File: config.mk
export PLATFORM = sky130hd
export DESIGN_NAME = sym_serializer_flat
export DESIGN_NICKNAME = d
export VERILOG_FILES = /design/src/rtl/sym_pkg.sv /design/src/rtl/sym_serializer_if.sv /design/src/rtl/sym_serializer.sv /design/src/flat_wrapper.sv
export SDC_FILE = /design/constraint.sdc
export NUM_CORES = 1
export LEC_CHECK = 0
export BUFFER_PORTS_ARGS = -buffer_cell sky130_fd_sc_hd__buf_4
export CORE_MARGIN = 3
export CORE_UTILIZATION = 45
export CTS_BUF_LIST = sky130_fd_sc_hd__clkbuf_8
export DETAILED_ROUTE_END_ITERATION = 10
export GPL_TIMING_DRIVEN = 0
export PLACE_DENSITY = 0.7
export REMOVE_ABC_BUFFERS = 1
export SYNTH_ARGS = -nofsm -noshare
export SYNTH_HDL_FRONTEND = slang
export SYNTH_SLANG_ARGS = --single-unit
File: constraint.sdc
create_clock -name clk -period 1.8 [get_ports clk]
set_clock_uncertainty 0.2 [all_clocks]
set_input_delay 0.27 -clock clk [delete_from_list [all_inputs] [get_ports clk]]
set_output_delay 0.27 -clock clk [all_outputs]
set_load 0.005 [all_outputs]
File: src/rtl/sym_pkg.sv
// Shared types and constants for the symbol serializer feeding the 2-bit classifier.
package sym_pkg;

    localparam int unsigned SYM_W = 2;
    localparam logic [SYM_W-1:0] IDLE_SYM = 2'h3;

    typedef enum logic {
        IDLE  = 1'b0,
        SHIFT = 1'b1
    } state_e;

    // Symbols per word; zero for an unusable symbol width so callers can flag it.
    function automatic int unsigned nsym(input int unsigned word_w,
                                         input int unsigned sym_w = SYM_W);
        return (sym_w == 0) ? 0 : word_w / sym_w;
    endfunction

endpackage

File: src/rtl/sym_serializer_if.sv
// Word-in / symbol-out handshake bundle for sym_serializer.
interface sym_serializer_if #(
    parameter int unsigned WORD_W = 8,
    parameter int unsigned SYM_W  = 2
);

    logic [WORD_W-1:0] in_data;
    logic              in_valid;
    logic              in_ready;
    logic [SYM_W-1:0]  sym;
    logic              sym_valid;
    logic              sym_last;
    logic              sym_ready;

    // Environment side: supplies words and consumes symbols.
    modport master (
        output in_data, in_valid, sym_ready,
        input  in_ready, sym, sym_valid, sym_last
    );

    // Serializer side.
    modport slave (
        input  in_data, in_valid, sym_ready,
        output in_ready, sym, sym_valid, sym_last
    );

endinterface

File: src/rtl/sym_serializer.sv
// Splits WORD_W-bit words into SYM_W-bit symbols, MSB first, driving IDLE_SYM
// between words so the downstream classifier can see idle cycles.
module sym_serializer #(
    parameter int unsigned      WORD_W   = 8,
    parameter int unsigned      SYM_W    = sym_pkg::SYM_W,
    parameter logic [SYM_W-1:0] IDLE_SYM = SYM_W'(sym_pkg::IDLE_SYM)
) (
    input  logic                clk,
    input  logic                rst,
    sym_serializer_if.slave     bus
);

    import sym_pkg::*;

    localparam int unsigned NSYM  = nsym(WORD_W, SYM_W);
    localparam int unsigned CNT_W = (NSYM > 1) ? $clog2(NSYM) : 1;
    localparam logic [CNT_W-1:0] LAST_CNT = CNT_W'(NSYM - 1);
    localparam logic             ONE_SYM  = (NSYM == 1);

    generate
        if (SYM_W == 0 || WORD_W == 0 || (WORD_W % SYM_W) != 0) begin : g_bad_width
            $error("sym_serializer: WORD_W must be a nonzero multiple of SYM_W");
        end
    endgenerate

    state_e            state;
    logic [WORD_W-1:0] shreg;
    logic [CNT_W-1:0]  cnt;
    logic [SYM_W-1:0]  sym_q;
    logic              sym_valid_q;
    logic              sym_last_q;
    logic              accept;

    // Ready when empty, or when the last symbol leaves this cycle so words chain without a bubble.
    assign bus.in_ready = !rst && ((state == IDLE) || (sym_last_q && bus.sym_ready));
    assign accept       = bus.in_valid && bus.in_ready;

    assign bus.sym       = sym_q;
    assign bus.sym_valid = sym_valid_q;
    assign bus.sym_last  = sym_last_q;

    // shreg keeps only the symbols not yet presented on sym.
    always_ff @(posedge clk) begin
        if (rst) begin
            state       <= IDLE;
            shreg       <= '0;
            cnt         <= '0;
            sym_q       <= IDLE_SYM;
            sym_valid_q <= 1'b0;
            sym_last_q  <= 1'b0;
        end else if (accept) begin
            state       <= SHIFT;
            shreg       <= bus.in_data << SYM_W;
            cnt         <= '0;
            sym_q       <= bus.in_data[WORD_W-1 -: SYM_W];
            sym_valid_q <= 1'b1;
            sym_last_q  <= ONE_SYM;
        end else if (state == SHIFT && bus.sym_ready) begin
            if (!sym_last_q) begin
                shreg      <= shreg << SYM_W;
                cnt        <= cnt + CNT_W'(1);
                sym_q      <= shreg[WORD_W-1 -: SYM_W];
                sym_last_q <= ((cnt + CNT_W'(1)) == LAST_CNT);
            end else begin
                state       <= IDLE;
                sym_q       <= IDLE_SYM;
                sym_valid_q <= 1'b0;
                sym_last_q  <= 1'b0;
            end
        end
    end

endmodule

File: src/flat_wrapper.sv
// flat-port wrapper written by rule: the top's interface ports become plain ports
module sym_serializer_flat import sym_pkg::*;
#(
    parameter int unsigned      WORD_W   = 8,
    parameter int unsigned      SYM_W    = sym_pkg::SYM_W,
    parameter logic [SYM_W-1:0] IDLE_SYM = SYM_W'(sym_pkg::IDLE_SYM)
)
  (clk, rst, bus_in_data, bus_in_valid, bus_sym_ready, bus_in_ready, bus_sym, bus_sym_valid, bus_sym_last);
  sym_serializer_if #(.WORD_W(WORD_W), .SYM_W(SYM_W)) bus_i ();
  input  logic clk;
  input  logic rst;
  input wire logic [$bits(bus_i.in_data)-1:0] bus_in_data;
  input wire logic [$bits(bus_i.in_valid)-1:0] bus_in_valid;
  input wire logic [$bits(bus_i.sym_ready)-1:0] bus_sym_ready;
  output wire logic [$bits(bus_i.in_ready)-1:0] bus_in_ready;
  output wire logic [$bits(bus_i.sym)-1:0] bus_sym;
  output wire logic [$bits(bus_i.sym_valid)-1:0] bus_sym_valid;
  output wire logic [$bits(bus_i.sym_last)-1:0] bus_sym_last;
  assign bus_i.in_data = bus_in_data;
  assign bus_i.in_valid = bus_in_valid;
  assign bus_i.sym_ready = bus_sym_ready;
  assign bus_in_ready = bus_i.in_ready;
  assign bus_sym = bus_i.sym;
  assign bus_sym_valid = bus_i.sym_valid;
  assign bus_sym_last = bus_i.sym_last;
  sym_serializer #(.WORD_W(WORD_W), .SYM_W(SYM_W), .IDLE_SYM(IDLE_SYM)) u_core (.clk(clk), .rst(rst), .bus(bus_i));
endmodule
==> impl_metrics.json <==
{
  "status": "finished clean",
  "cap_violations": 0,
  "powerDensity_mw_per_mm2": 814,
  "cpPeakStageDelay_ns": 0.49,
  "io_pins": 17,
  "holdBufCountCts": 0,
  "postCtsSetupRepairBufs": 0,
  "routabilityCongestion": 0.730,
  "drtIter0Drc": 10,
  "num_vias": 568,
  "die-area_sq_mm": 0.00188,
  "grt_max_degree": 16,
  "hold_depth": 2,
  "power.leakage_nw": 0.306,
  "crit_required_ns": 1.33,
  "netlist-cell-type-count": 28,
  "ys.flop_type": "dfxtp_1",
  "initial_core_util_pct": 52.4,
  "timing.fmax_ghz": 0.573,
  "cts.sinks": 12,
  "vias_per_cell": 5.74,
  "drc": 0,
  "fin_nets": 100,
  "hp-class": "in -> reg",
  "fin_setup_tns_ns": 0,
  "synth_seq_cells": 12,
  "syn_avg_cell_area_sq_um": 9.26,
  "core_sq_mm": 0.00120,
  "antenna_found_initial": 0,
  "drt-pass1-iter-count": 4,
  "fin_crit_ns": 1.74,
  "cts_tree": "built",
  "synth_area_sq_um": 629,
  "finalCritPeriodShare_pct": 96.9,
  "preCtsSetupSlack_ns": 0.183,
  "cp.arrival_ns": 1.27,
  "drive_above_1_share_pct": 31.8,
  "async_reset_ff_share_pct": 0,
  "final_common_cell": "buf_4",
  "wire_per_inst_microns": 14.3,
  "ctsResizeCount": 0,
  "clockRootBuffer": "clkbuf_8",
  "grt_usage_pct": 15.4,
  "path_cells": "a21boi_4, nor2_1, buf_4",
  "die_w_microns": 43.4,
  "hold_viol": 0,
  "wirelength_mm": 1.42,
  "clock_path_buffers": 2,
  "synth_edf_count": 0,
  "die_h_microns": 43.4,
  "final_cells": 99,
  "worst_slew_pin_slew_ns": 0.391,
  "hpwl_microns": 973,
  "placed_cells": 94,
  "slew_viol_final": 0,
  "cts.clk_slew.worst_paths_ns": 0.05,
  "relSlewSlack_pct": 73.9,
  "grt_pass1_wl_mm": 2.14,
  "setup_viol": 0,
  "fin_ws_ns": 0.0557,
  "port_buffers": 16,
  "cts_made_buffers": 3,
  "yosys_warnings": 0,
  "ys_seq_area_share_pct": 38.2,
  "fillCellCount": 115,
  "slowest_stage": "dfxtp_1",
  "place_area_sq_um": 739,
  "htree_levels": 1,
  "overflow": 0,
  "final_cell_mix": "buf_4 (18), dfxtp_1 (12), nand2_1 (9)",
  "path_class": "reg -> out",
  "endpoint_kind": "primary output",
  "start_kind": "register",
  "ff2ff_path_depth": 4,
  "antenna_left": 0,
  "fin_area_sq_um": 796,
  "synthCells": 68,
  "area_growth_pct": 26.4,
  "crit_fanout": 11,
  "irDropWorstVdd_v": 0.000570,
  "worstSkewPairLatency_ns": 0.24,
  "rows": 12,
  "grt_pass1_vias": 486,
  "antennaDiodeCount": 0
}
## cells by family (layout without fill, tap and decap cells)
group / count (synthesis) / count (layout) / share of synthesized area [%]
and+or+nand+nor: 30 / 30 / 26.6
AOI/OAI and AO/OA: 19 / 19 / 26.8
DFF: 12 / 12 / 38.2
buffers and inverters: 5 / 22 / 4.97
adders and majority gates: 1 / 1 / 1.99
xor gates and xnor gates: 1 / 1 / 1.39
## Yosys cell counts (all sizes together), types with 2 or more instances
library cell,n,area (sq um)
a211o,2,17.5
a211oi,2,15.0
a21oi,5,25.0
a311oi,4,35.0
and3b,2,17.5
and4bb,2,25.0
buf,3,23.8
dfxtp,12,240
nand2,9,33.8
nand3,2,10.0
nor2,5,21.3
nor2b,2,12.5
nor3,5,25.0
o211ai,2,15.0
## cell type report
class	instances	area (sq um)	area share, %
well taps	14	17.5	2.20
inverters	1	3.75	0.472
clock buffers	3	41.3	5.19
multi-input cells	51	358	45.0
flip-flops and latches	12	240	30.2
repair buffers	18	135	17.0
## worst max-delay path: cells and delay by family (launching register included)
family	cells	cell delay, ns
flops	1	0.49
simple gates	1	0.07
buf+inv	1	0.14
compound gates	1	0.34
## registers in the layout, summed over array words and instances (netlist names)
name                  count
u_core.shreg              6
u_core.bus.sym            2
u_core.cnt                2
u_core.bus.sym_last       1
u_core.bus.sym_valid      1
## through the flow
| stage | util, % | hold WS, ns | power, W |
|---|---|---|---|
| global placement | 61.6 | 0.271 | 0.000404 |
| detailed placement | 61.6 | 0.277 | 0.000406 |
| floorplan | - | 0.134 | 0.000355 |
| finish | 66.3 | 0.0327 | 0.000648 |
| CTS | 65.0 | 0.0300 | 0.000647 |
| global route | 66.3 | 0.0308 | 0.000684 |
## report_power, final
| group | switching [W] | internal (W) |
|---|---|---|
| combinational | 0.0000526 | 0.0000583 |
| sequential | 0.0000125 | 0.000283 |
| clock | 0.0000943 | 0.000147 |
## path summary, 6_finish.rpt
path	startpoint	to	slack, ns
hold / removal	bus_in_data[7]	u_core.bus.sym[1]	0.03
setup / recovery	u_core.bus.sym_valid	bus_in_ready	0.06
hold reg to reg	u_core.shreg[5]	u_core.shreg[7]	0.28
setup reg to reg	u_core.bus.sym_valid	u_core.bus.sym[0]	0.12
## metal layers
layer / up-vias / routed length (microns) / track usage, %
li1: 286 / - / -
met1: 257 / 706 / 21.1
met2: 21 / 568 / 20.9
met3: 4 / 111 / 4.98
met4: 0 / 30 / 9.04
met5: - / 0 / 0
No activity file was read; power rests on OpenSTA's default activity.
